[src/rtl/debounce_bit.sv]
// Single-bit conditioner: 2-flop synchroniser, stability counter and debounced level flop.
module debounce_bit #(
    parameter int unsigned STABLE = 4
) (
    input  logic clk,
    input  logic reset,
    input  logic tick,
    input  logic s_in,
    output logic deb
);

    // Ceiling log2, used only to size the stability counter.
    function automatic int unsigned clog2(input int unsigned v);
        int unsigned r;
        int unsigned p;
        r = 0;
        p = 1;
        while (p < v) begin
            p = p << 1;
            r = r + 1;
        end
        return r;
    endfunction

    localparam int unsigned CW_RAW = clog2(STABLE + 1);
    localparam int unsigned CW     = (CW_RAW < 1) ? 1 : CW_RAW;

    logic          meta_q, meta_d;
    logic          s_q,    s_d;
    logic          deb_q,  deb_d;
    logic [CW-1:0] cnt_q,  cnt_d;

    // Next state: sync chain always shifts; the counter and level move only on a sample tick.
    always_comb begin
        meta_d = s_in;
        s_d    = meta_q;
        deb_d  = deb_q;
        cnt_d  = cnt_q;
        if (tick) begin
            if (s_q == deb_q) begin
                cnt_d = '0;
            end else if (cnt_q + CW'(1) == CW'(STABLE)) begin
                deb_d = s_q;
                cnt_d = '0;
            end else begin
                cnt_d = cnt_q + CW'(1);
            end
        end
    end

    // State registers with synchronous reset.
    always_ff @(posedge clk) begin
        if (reset) begin
            meta_q <= 1'b0;
            s_q    <= 1'b0;
            deb_q  <= 1'b0;
            cnt_q  <= '0;
        end else begin
            meta_q <= meta_d;
            s_q    <= s_d;
            deb_q  <= deb_d;
            cnt_q  <= cnt_d;
        end
    end

    assign deb = deb_q;

endmodule

[src/rtl/in_conditioner.sv]
// Input-port conditioner: synchronise and debounce 4x8 pins, optionally as sticky rising-edge flags.
module in_conditioner #(
    parameter int unsigned PRESC     = 1000,
    parameter int unsigned STABLE    = 4,
    parameter logic [3:0]  EDGE_MASK = 4'b0000
) (
    input  logic        clk,
    input  logic        reset,
    input  logic [31:0] pin,
    input  logic [3:0]  rd_clr,
    output logic [31:0] q,
    output logic [3:0]  evt,
    output logic        tick
);

    // Ceiling log2, used only to size the prescaler.
    function automatic int unsigned clog2(input int unsigned v);
        int unsigned r;
        int unsigned p;
        r = 0;
        p = 1;
        while (p < v) begin
            p = p << 1;
            r = r + 1;
        end
        return r;
    endfunction

    localparam int unsigned PORTS  = 4;
    localparam int unsigned PORT_W = 8;
    localparam int unsigned NBITS  = PORTS * PORT_W;
    localparam int unsigned PW_RAW = clog2(PRESC);
    localparam int unsigned PW     = (PW_RAW < 1) ? 1 : PW_RAW;

    logic [PW-1:0]    pre_q,      pre_d;
    logic             tick_q,     tick_d;
    logic [NBITS-1:0] deb_prev_q, deb_prev_d;
    logic [NBITS-1:0] flag_q,     flag_d;
    logic [NBITS-1:0] deb;
    logic [NBITS-1:0] rise_c;
    logic [NBITS-1:0] clr_mask_c;
    logic [NBITS-1:0] flag_vis_c;

    // One debouncer per pin bit.
    for (genvar i = 0; i < NBITS; i++) begin : g_bit
        debounce_bit #(.STABLE(STABLE)) u_deb (
            .clk  (clk),
            .reset(reset),
            .tick (tick),
            .s_in (pin[i]),
            .deb  (deb[i])
        );
    end

    // Prescaler wraps at PRESC-1; tick is registered high while the count sits at PRESC-1.
    always_comb begin
        pre_d  = (pre_q == PW'(PRESC - 1)) ? '0 : pre_q + PW'(1);
        tick_d = (pre_d == PW'(PRESC - 1));
    end

    // Edge flags: a rise seen this cycle is presented at once and always survives a same-cycle clear.
    always_comb begin
        rise_c     = deb & ~deb_prev_q;
        clr_mask_c = '0;
        for (int p = 0; p < PORTS; p++) begin
            clr_mask_c[PORT_W*p +: PORT_W] = {PORT_W{rd_clr[p]}};
        end
        flag_d     = (flag_q & ~clr_mask_c) | rise_c;
        deb_prev_d = deb;
        flag_vis_c = flag_q | rise_c;
    end

    // Output mux: per port, either debounced levels or edge flags.
    always_comb begin
        q   = '0;
        evt = '0;
        for (int p = 0; p < PORTS; p++) begin
            if (EDGE_MASK[p]) begin
                q[PORT_W*p +: PORT_W] = flag_vis_c[PORT_W*p +: PORT_W];
                evt[p]                = |flag_vis_c[PORT_W*p +: PORT_W];
            end else begin
                q[PORT_W*p +: PORT_W] = deb[PORT_W*p +: PORT_W];
            end
        end
    end

    // Top-level state registers with synchronous reset.
    always_ff @(posedge clk) begin
        if (reset) begin
            pre_q      <= '0;
            tick_q     <= 1'b0;
            deb_prev_q <= '0;
            flag_q     <= '0;
        end else begin
            pre_q      <= pre_d;
            tick_q     <= tick_d;
            deb_prev_q <= deb_prev_d;
            flag_q     <= flag_d;
        end
    end

    assign tick = tick_q;

endmodule
[config.mk]
export PLATFORM = sky130hd
export DESIGN_NAME = in_conditioner
export DESIGN_NICKNAME = d
export VERILOG_FILES = /design/src/rtl/debounce_bit.sv /design/src/rtl/in_conditioner.sv
export SDC_FILE = /design/constraint.sdc
export NUM_CORES = 1
export LEC_CHECK = 0
export ABC_AREA = 1
export CORE_ASPECT_RATIO = 1.1
export CORE_MARGIN = 2
export CORE_UTILIZATION = 61
export CTS_BUF_LIST = sky130_fd_sc_hd__clkbuf_8
export DETAILED_ROUTE_END_ITERATION = 16
export PLACE_DENSITY = 0.95
export RECOVER_POWER = 50
export SYNTH_ARGS = -nofsm -noshare
export SYNTH_HDL_FRONTEND = slang
export SYNTH_SLANG_ARGS = --single-unit
[constraint.sdc]
create_clock -name clk -period 1.6 [get_ports clk]
set_input_delay 0.32 -clock clk [delete_from_list [all_inputs] [get_ports clk]]
set_output_delay 0.32 -clock clk [all_outputs]
set_load 0.005 [all_outputs]
==> results.py <==
metrics = {
    "cts": {
        "tritoncts_buffers": 34,
        "ctsHtreeMaxLevel": 2,
        "cts.sinks": 203,
        "cts_max_path_buffers": 3,
        "cts.clk_slew.worst_paths_ns": 0.06,
        "clkLatencyLatePin_ns": 0.51,
        "root_buffer": "clkbuf_8",
        "cts_tree": "yes",
        "hold_buffers": 0,
    },
    "floorplan": {
        "chipHeight_um": 135,
        "coreArea_um2": 15100,
        "design.portCount": 75,
        "die_area_um2": 16600,
        "num_rows": 47,
        "initial_core_util_pct": 62.8,
        "die_x_um": 123,
    },
    "worst_setup_path": {
        "number_of_buffer_and_inverter_stages_on_the_critical_path": 1,
        "crit_path_start_kind": "flip-flop",
        "rr_worst_depth": 5,
        "timing.critical_path.max_delay_family": "flip-flops",
        "rrSetupSlack_ns": 0.14,
        "biggest_fanout_along_the_worst_timing_path": 4,
        "end_kind": "primary output",
        "critPathKind": "flip-flop to primary output",
        "worstReg2RegStart": "tick$_SDFF_PP0_",
        "timing.critical_path.from": "g_bit[0].u_deb.deb$_SDFFE_PP0P_",
        "worst-endpoint-required_ns": 1.28,
        "cpMaxStageDelayCell": "dfxtp_1",
        "critPathArrivalTime_ns": 1.20,
        "critical_path.cell_chain": "dlygate4sd2_1",
        "cp_num_cells": 1,
        "cpPeakStageDelay_ns": 0.38,
    },
    "pwr": {
        "power.switching_uw": 2200,
        "power.ir.vdd_worst_uv": 522,
        "power.density_cell_area_nw_per_um2": 941,
        "cell_internal_pwr_uw": 7910,
        "static-leakage-power_uw": 0.00489,
        "power.share.combinational_pct": 3.0,
        "switching_power_as_a_share_of_total_power_pct": 21.8,
        "clock_power_share_pct": 45.7,
        "portion_of_total_power_attributed_to_sequential_cells_pct": 51.3,
    },
    "route": {
        "wl_per_cell_um": 12.7,
        "drt_iter0_drc": 396,
        "vias": 8045,
        "firstDrtPassIters": 5,
        "ant_nets": 0,
        "remaining_drc_errors": 0,
        "postRouteWirelength_um": 19100,
        "post_drt_via_cell_ratio": 5.34,
    },
    "logic_synthesis": {
        "yosys-top-cells-count": "nor2_1 (223), nand2_1 (210), dfxtp_1 (203)",
        "yosysWarningCount": 0,
        "synth_top_cell_by_area": "dfxtp_1",
        "fraction_of_the_yosys_area_taken_by_sequential_cells_pct": 42.8,
        "ys_dominant_reg_cell": "dfxtp_1",
        "number_of_distinct_standard_cells_referenced_by_the_synthesized_netlist": 26,
        "synth_area_um2": 9480,
        "cells_after_synthesis": 1235,
        "synthArstFlopShare_pct": 0,
        "mean_post_synth_cell_area_um2": 7.68,
        "netlist_top_cells_area": "dfxtp_1 (43%), ha_1 (9.1%), nor2_1 (8.8%)",
        "synth.most_common_cell": "nor2_1",
        "synthDominantCellAreaShare_pct": 42.8,
        "number_of_enable_type_register_cells_in_the_synthesized_netlist": 0,
        "postSynthRegisterBits": 203,
    },
    "global_route": {
        "grt_start_max_net_pins": 49,
        "grtUsageMet3_pct": 5.66,
        "globalRouteMet2Util_pct": 44.0,
        "grt_util_all_layers_pct": 23.8,
        "global_route.usage.met1_pct": 25.5,
        "grt_overflow_total": 0,
        "grt_pass1_wl_um": 32900,
        "via_count_of_the_first_global_routing_pass": 7905,
        "grt_busiest_layer": "met2",
        "number_of_antenna_violations_at_the_first_check_in_global_routing": 0,
    },
    "sta": {
        "post_route_setup_tns_ns": 0,
        "finalMaxSlewViolations": 0,
        "setup_viol": 0,
        "holdWs_ns": 0.313,
        "worst_slew_margin_rel_pct": 31.4,
        "timing.final.crit_share_pct": 94.8,
        "final.setup_skew_ns": 0.0122,
        "report.final.hold_viol_count": 0,
        "tightest_slew_ns": 1.03,
        "unrepaired_setup_endpoints_after_global_routing": "false",
        "achievable-frequency_mhz": 659,
        "min_period_ns": 1.52,
    },
    "placed_design": {
        "port_buffers": 66,
        "gp_routability_congestion": 0.806,
        "dp_hpwl_um": 12200,
    },
    "layout": {
        "num-fill-cells": 1112,
        "num_antenna_cells": 0,
        "syn2layout_area_growth_pct": 13.2,
        "finish.net_count": 1395,
        "drive_above_1_share_pct": 11.7,
    },
    "hold_path": {
        "startpoint_of_the_worst_hold_path": "pin[17]",
        "hold-path-cell-count": 3,
        "min-delay-path-class": "input pin to flip-flop",
    },
    "run_status": {
        "outcome": "finished clean",
    },
    "job": {
        "timing.max_cap.violations": 0,
    },
}
## stage by stage
| stage | utilization (%) | worst slack, ns | cells | instance area (um2) | power (uW) |
|---|---|---|---|---|---|
| after global placement | 66.5 | 0.224 | 1439 | 10100 | 5580 |
| final | 71.0 | 0.0834 | 1507 | 10700 | 10100 |
| after detailed placement | 66.5 | 0.195 | 1439 | 10100 | 5600 |
| after CTS | 71.6 | 0.0622 | 1507 | 10800 | 10200 |
| after global routing | 71.0 | 0.0220 | 1507 | 10700 | 10500 |
| after floorplan | - | 0.358 | 1238 | 9500 | 5460 |
## power groups by stage
stage	logic [uW]	registers, uW	clock network (uW)
after floorplan	185	5280	0
after global placement	298	5290	0
after detailed placement	310	5290	0
after CTS	313	5180	4720
after global routing	342	5190	4940
final	302	5180	4620
## area by class of cell
class | instances | area, um2 | share of cell area, %
tap | 196 | 245 | 2.28
multi-input combinational | 842 | 4430 | 41.2
timing repair buffer | 89 | 818 | 7.62
clock inverter | 11 | 43.8 | 0.408
inverter | 118 | 443 | 4.13
clock buffer | 48 | 661 | 6.15
sequential | 203 | 4100 | 38.2
## flip-flops by register name, indices dropped and copies added, names as in the netlist
signal              count
g_bit.u_deb.cnt_q      96
g_bit.u_deb.deb        32
g_bit.u_deb.meta_q     32
g_bit.u_deb.s_q        32
pre_q                  10
tick                    1
## path summary, 6_finish.rpt
path | to
max | q[0]
min | g_bit[17].u_deb.meta_q$_SDFF_PP0_
max reg2reg | g_bit[4].u_deb.cnt_q[1]$_SDFFE_PP0P_
min reg2reg | g_bit[5].u_deb.s_q$_SDFF_PP0_
## repair_timing
item                       4_1_cts  5_1_grt
setup endpoints to repair       33        0
gates resized for setup         61        0
setup buffers                    9        0
## cell usage in the layout, fill, tap and decap left out, drive strengths merged
master / Yosys / final
nand2: 211 / 211
a21oi: 100 / 100
o21ai: 37 / 37
dfxtp: 203 / 203
ha: 69 / 69
nand3: 34 / 34
or2: 28 / 28
inv: 118 / 127
nor3: 93 / 93
dlygate4sd2: 0 / 33
nand3b: 2 / 2
xor2: 2 / 2
xnor2: 3 / 3
a211oi: 28 / 28
buf: 65 / 17
clkdlybuf4s50: 0 / 32
clkbuf: 10 / 55
clkinv: 0 / 2
nor2: 227 / 227
nand4: 4 / 4
conb: 1 / 4
## kinds of logic after synthesis
group,count (synthesis),synth area share (%)
buf+inv,193,10.1
flops,203,42.8
fa+ha+maj,69,9.10
xor+xnor,5,0.462
compound gates,165,9.50
simple gates,599,27.9
other cells,1,0.0395
## per-layer routing
| layer | part of all wire, % | up-vias |
|---|---|---|
| met5 | 0 | - |
| li1 | - | 4058 |
| met3 | 5.1 | 56 |
| met1 | 41 | 3752 |
| met4 | 3.0 | 0 |
| met2 | 51 | 179 |
(Power assumes the default switching activity.)
